### config.mk
export PLATFORM = sky130hd
export DESIGN_NAME = uart_rx_sniffer
export DESIGN_NICKNAME = d
export VERILOG_FILES = /design/src/rtl/uart_sniffer_pkg.sv /design/src/rtl/uart_sniffer_fifo.sv /design/src/rtl/uart_rx_sniffer.sv
export SDC_FILE = /design/constraint.sdc
export NUM_CORES = 1
export LEC_CHECK = 0
export BUFFER_PORTS_ARGS = -buffer_cell sky130_fd_sc_hd__buf_2
export CAP_MARGIN = 10
export CORE_UTILIZATION = 56
export DETAILED_ROUTE_END_ITERATION = 10
export PLACE_DENSITY = 0.75
export SYNTH_ARGS = -nofsm -noshare
export SYNTH_HDL_FRONTEND = slang
export SYNTH_SLANG_ARGS = --single-unit
### constraint.sdc
create_clock -name CLK100MHZ -period 4.1 [get_ports CLK100MHZ]
set_clock_uncertainty 0.15 [all_clocks]
set_input_delay 0.205 -clock CLK100MHZ [delete_from_list [all_inputs] [get_ports CLK100MHZ]]
set_output_delay 0.205 -clock CLK100MHZ [all_outputs]
set_load 0.01 [all_outputs]
### src/rtl/uart_sniffer_pkg.sv
// uart_sniffer_pkg: receiver FSM state encoding and parity mode constants.
package uart_sniffer_pkg;
  typedef enum logic [2:0] {IDLE, START, DATA, PAR, STOP} state_t;
  localparam int PAR_NONE = 0;
  localparam int PAR_ODD  = 1;
  localparam int PAR_EVEN = 2;
endpackage

### src/rtl/uart_sniffer_fifo.sv
// uart_sniffer_fifo: first-word fall-through FIFO; a pop frees space for a same-cycle push.
module uart_sniffer_fifo #(
  parameter int WIDTH = 8,
  parameter int DEPTH = 16
) (
  input  logic                     clk,
  input  logic                     rst_n,
  input  logic                     push,
  input  logic [WIDTH-1:0]         wr_data,
  input  logic                     pop,
  output logic [WIDTH-1:0]         rd_data,
  output logic                     rd_valid,
  output logic                     full,
  output logic [$clog2(DEPTH):0]   count
);
  localparam int AW = $clog2(DEPTH);
  localparam int CW = AW + 1;
  logic [WIDTH-1:0] mem [DEPTH];
  logic [AW-1:0] wptr, rptr;
  logic do_pop, do_push;
  assign rd_valid = count != '0;
  assign full     = count == CW'(DEPTH);
  assign do_pop   = pop && rd_valid;
  assign do_push  = push && (!full || do_pop);
  assign rd_data  = rd_valid ? mem[rptr] : '0;
  always_ff @(posedge clk or negedge rst_n) begin
    if (!rst_n) begin
      wptr  <= '0;
      rptr  <= '0;
      count <= '0;
    end else begin
      wptr  <= do_push ? wptr + 1'b1 : wptr;
      rptr  <= do_pop ? rptr + 1'b1 : rptr;
      count <= count + CW'(do_push) - CW'(do_pop);
    end
  end
  always_ff @(posedge clk)
    if (do_push) mem[wptr] <= wr_data;
endmodule

### src/rtl/uart_rx_sniffer.sv
// uart_rx_sniffer: UART receiver feeding a FIFO with sticky error flags.
// Define UART_RX_SNIFFER_BREAK_DET_EN to report all-zero frames with a low stop bit as break_det.
module uart_rx_sniffer
  import uart_sniffer_pkg::*;
#(
  parameter int CLK_DIV    = 868,
  parameter int DATA_BITS  = 8,
  parameter int PARITY     = 0,
  parameter int FIFO_DEPTH = 16
) (
  input  logic                          CLK100MHZ,
  input  logic                          ck_rst,
  input  logic                          rxd,
  input  logic                          rd_en,
  output logic [DATA_BITS-1:0]          rd_data,
  output logic                          rd_valid,
  output logic [$clog2(FIFO_DEPTH):0]   fifo_count,
  input  logic                          clr_err,
  output logic                          frame_err,
  output logic                          parity_err,
  output logic                          overflow,
  output logic                          break_det
);
  logic s1, s2, s3;
  state_t state;
  logic [15:0] timer;
  logic [3:0] idx;
  logic [DATA_BITS-1:0] shreg;
  logic hold, tick, push, full, stop_bad, brk, exp_par;
  logic set_fe, set_pe, set_ov;
  assign tick     = timer == '0;
  assign push     = state == STOP && !hold && tick && s2;
  assign stop_bad = state == STOP && !hold && tick && !s2;
  assign exp_par  = (PARITY == PAR_ODD) ? ~^shreg : ^shreg;
  assign set_pe   = state == PAR && tick && (s2 != exp_par);
  assign set_fe   = stop_bad && !brk;
  assign set_ov   = push && full && !rd_en;
  always_ff @(posedge CLK100MHZ or negedge ck_rst) begin
    if (!ck_rst) begin
      s1 <= 1'b1;
      s2 <= 1'b1;
      s3 <= 1'b1;
    end else begin
      s1 <= rxd;
      s2 <= s1;
      s3 <= s2;
    end
  end
  always_ff @(posedge CLK100MHZ or negedge ck_rst) begin
    if (!ck_rst) begin
      state <= IDLE;
      timer <= '0;
      idx   <= '0;
      shreg <= '0;
      hold  <= 1'b0;
    end else begin
      case (state)
        IDLE: if (s3 && !s2) begin
          state <= START;
          timer <= 16'(CLK_DIV / 2 - 1);
        end
        START: if (tick) begin
          state <= s2 ? IDLE : DATA;
          timer <= 16'(CLK_DIV - 1);
          idx   <= '0;
        end else timer <= timer - 1'b1;
        DATA: if (tick) begin
          shreg <= {s2, shreg[DATA_BITS-1:1]};
          idx   <= idx + 1'b1;
          timer <= 16'(CLK_DIV - 1);
          if (idx == 4'(DATA_BITS - 1)) state <= (PARITY != PAR_NONE) ? PAR : STOP;
        end else timer <= timer - 1'b1;
        PAR: if (tick) begin
          state <= STOP;
          timer <= 16'(CLK_DIV - 1);
        end else timer <= timer - 1'b1;
        STOP: if (hold) begin
          // bad stop bit: stay here until the line returns high
          if (s2) begin
            state <= IDLE;
            hold  <= 1'b0;
          end
        end else if (tick) begin
          if (s2) state <= IDLE;
          else hold <= 1'b1;
        end else timer <= timer - 1'b1;
        default: state <= IDLE;
      endcase
    end
  end
`ifdef UART_RX_SNIFFER_BREAK_DET_EN
  assign brk = stop_bad && shreg == '0;
  always_ff @(posedge CLK100MHZ or negedge ck_rst)
    if (!ck_rst) break_det <= 1'b0;
    else break_det <= brk | (break_det & ~clr_err);
`else
  assign brk = 1'b0;
  assign break_det = 1'b0;
`endif
  always_ff @(posedge CLK100MHZ or negedge ck_rst) begin
    if (!ck_rst) begin
      frame_err  <= 1'b0;
      parity_err <= 1'b0;
      overflow   <= 1'b0;
    end else begin
      frame_err  <= set_fe | (frame_err & ~clr_err);
      parity_err <= set_pe | (parity_err & ~clr_err);
      overflow   <= set_ov | (overflow & ~clr_err);
    end
  end
  uart_sniffer_fifo #(.WIDTH(DATA_BITS), .DEPTH(FIFO_DEPTH)) u_fifo (
    .clk      (CLK100MHZ),
    .rst_n    (ck_rst),
    .push     (push),
    .wr_data  (shreg),
    .pop      (rd_en),
    .rd_data  (rd_data),
    .rd_valid (rd_valid),
    .full     (full),
    .count    (fifo_count)
  );
endmodule

==> metrics <==
Post-synth ARST share=28.5%; Setup TNS=0 ns; critical path capture point type=primary output; CTS root buf=clkbuf_16; final HPWL from detailed placement=10500 um; Crit-path slowest cell=dfrtp_1; fin worst setup slack=0.817 ns; first-pass GRT wire length=25100 um; RSZ-0062 raised after global routing=false; CORE AREA=0.0135 mm2; # DRC=0; top cell family by delay on the critical path=flip-flops; Pre-antenna DRT Iters=4; Final Setup Violations=0; DRT antenna net count=0; clock sinks=179; outcome=finished clean; Chip Height=121 um; initial detailed-routing violation count=344; final hold slack=0.0302 ns; Die Wd=121 um; Int Power=3.55 mW; synth unique cells=65; Power Density=575 mW/mm2; Design Power=5.06 mW; CTS max path bufs=2; Starting Density=58.4%; Mapped Nets=513; Tot GR Track Use=24.1%; CP dominant cell by count=mux4_2; Synth Register Bits=179; num rows=42; worst hold path class=in -> async; Achievable Freq=305 MHz; vias in the first global route=4459; CTS clk-pin slew, worst paths=0.06 ns; Skew-Pair Late Insertion Delay=0.43 ns; Post-Syn Area=0.00789 mm2; RD Place Congestion=0.917; Post-Syn Instances=494; fin. max-slew vios=0; Fin. Hold Viols=0; Synthesis Warnings=0; Primary FF master, synth=edfxtp_1; diodes inserted=0; I/O Pins=23; pre-CTS setup slack=0.918 ns; H-tree lvl count=4; layout cells sized above 1=24.7%; fin crit period=3.28 ns; Num CTS Buffers=17; Placed Area=0.00819 mm2; switching pwr=1.51 mW; sw frac=29.9%; maximum VDD drop=0.288 mV; critical path type=reg -> out; combinational share of power=24.7%; Nets=544; buffers plus inverters on the worst setup path=2; Max Cap Viol=0; CP cell instances=buf_4 > mux4_2 > mux4_2 > nor2b_1 > buf_2; DR vias=4435; final WL=15800 um; Post-Layout Inst Area=0.00880 mm2; Clk pwr share=30.3%; drt via density=6.21; area grow syn2layout=11.6%; CP required=3.74 ns; grt ovf=0; DR WL/cell=22.1 um; Static Leak=3.12 nW; Setup crit start kind=register; IO buf count=21; syn avg cell area=16.0 um2; fin crit share=80.1%; initial antenna violation count=0; Max stage delay on crit path=1.02 ns; CP max FO=22; sequential area share after synthesis=65.0%; Reg power frac=45.0%; Max transition margin=30.8%; Die Area=0.0146 mm2; actual slew at the worst max-slew pin=1.04 ns; crit path DAT=2.93 ns; largest net degree at the start of global routing=52; CTS tree=yes; Post-synth EDFFs=128
-- stage by stage --
stage	std cells	util, %
finish	714	65.2
global route	714	65.2
CTS	713	65.0
detailed placement	677	60.7
global placement	677	60.7
floorplan	494	-
-- sequential cells by signal, indices dropped and copies added, names as in the netlist, 3 cells and up --
name	cells
u_fifo.count	5
shreg	8
idx	4
u_fifo.rptr	4
state	3
timer	16
u_fifo.mem	128
u_fifo.wptr	4
-- cell usage after synthesis, types with 3 or more instances --
library cell | count | area share (%)
nor2_1 | 35 | 1.7
a22o_1 | 4 | 0.44
nand2_1 | 20 | 0.95
nand3_1 | 6 | 0.38
nor2b_1 | 13 | 1.0
dfrtp_1 | 48 | 15
nor4b_4 | 3 | 0.90
o21ai_0 | 14 | 0.89
mux2_2 | 9 | 1.3
dfstp_2 | 3 | 1.0
nand2b_1 | 4 | 0.32
xnor2_1 | 14 | 1.6
or3_1 | 3 | 0.24
or4_1 | 5 | 0.48
a21oi_1 | 20 | 1.3
mux4_2 | 40 | 11
xor2_1 | 6 | 0.67
a21o_1 | 3 | 0.29
buf_1 | 3 | 0.14
inv_1 | 19 | 0.90
buf_2 | 7 | 0.44
nor4_1 | 3 | 0.24
edfxtp_1 | 128 | 49
o22ai_1 | 3 | 0.24
nor3_1 | 7 | 0.44
ha_1 | 13 | 2.1
clkbuf_1 | 12 | 0.57
nand4_1 | 4 | 0.32
-- placed cells by master, fill, tap and decap left out, types with 8 or more instances in the layout --
cell type	instances
a21oi_1	20
buf_2	21
buf_4	8
clkbuf_16	17
dfrtp_1	47
edfxtp_1	128
ha_1	13
inv_1	19
mux2_2	9
mux4_2	40
nand2_1	20
nor2_1	35
nor2b_1	13
o21ai_0	14
xnor2_1	14
-- final cells by class --
cell class	count	area, um2
well taps	176	220
inverters	19	71.3
flip-flops and latches	179	5120
fillers	916	4700
clock buffers	20	437
repair buffers	35	245
multi-input cells	273	2590
clock inverters	12	114
-- power groups by stage --
stage	combinational, mW	sequential, mW	clock, mW
after floorplan	1.06	2.13	0
after global placement	1.21	2.30	0
after detailed placement	1.24	2.31	0
after CTS	1.26	2.28	1.55
after global routing	1.37	2.30	1.62
final	1.25	2.28	1.53
-- metal layers --
metal	track usage, %	routed length, um
met5	0	0
met4	7.79	318
met3	6.37	955
met2	39.2	7940
met1	32.0	6570
-- cells by family (layout without fill, tap and decap cells) --
family | Yosys count | after routing | synth area share [%]
AOI/OAI and AO/OA | 61 | 61 | 5.13
xor gates and xnor gates | 20 | 20 | 2.22
adders and majority gates | 14 | 14 | 2.32
buffers and inverters | 42 | 86 | 2.16
DFF | 179 | 179 | 65.0
muxes | 51 | 51 | 13.1
other | 1 | 1 | 0.0476
and+or+nand+nor | 126 | 126 | 10.1
-- path summary, 6_finish.rpt --
check,startpoint,to,slack (ns),cells past startpoint
setup / recovery,u_fifo.rptr[1],rd_data[1],0.82,5
hold / removal,ck_rst,timer[1],0.03,2
setup reg to reg,timer[0],u_fifo.mem[7][2],0.87,6
hold reg to reg,s1,s2,0.20,0
max in group asynchronous,ck_rst,s1,3.21,3
min in group CLK100MHZ,s1,s2,0.20,0
-- what timing repair did --
item	in CTS	in global routing
hold buffers	4	0
endpoints found under the hold margin	51	0
setup endpoints to repair	0	0
buffers inserted	0	0
resized for setup	0	0
Note: power is estimated with default switching activity, not from simulation.
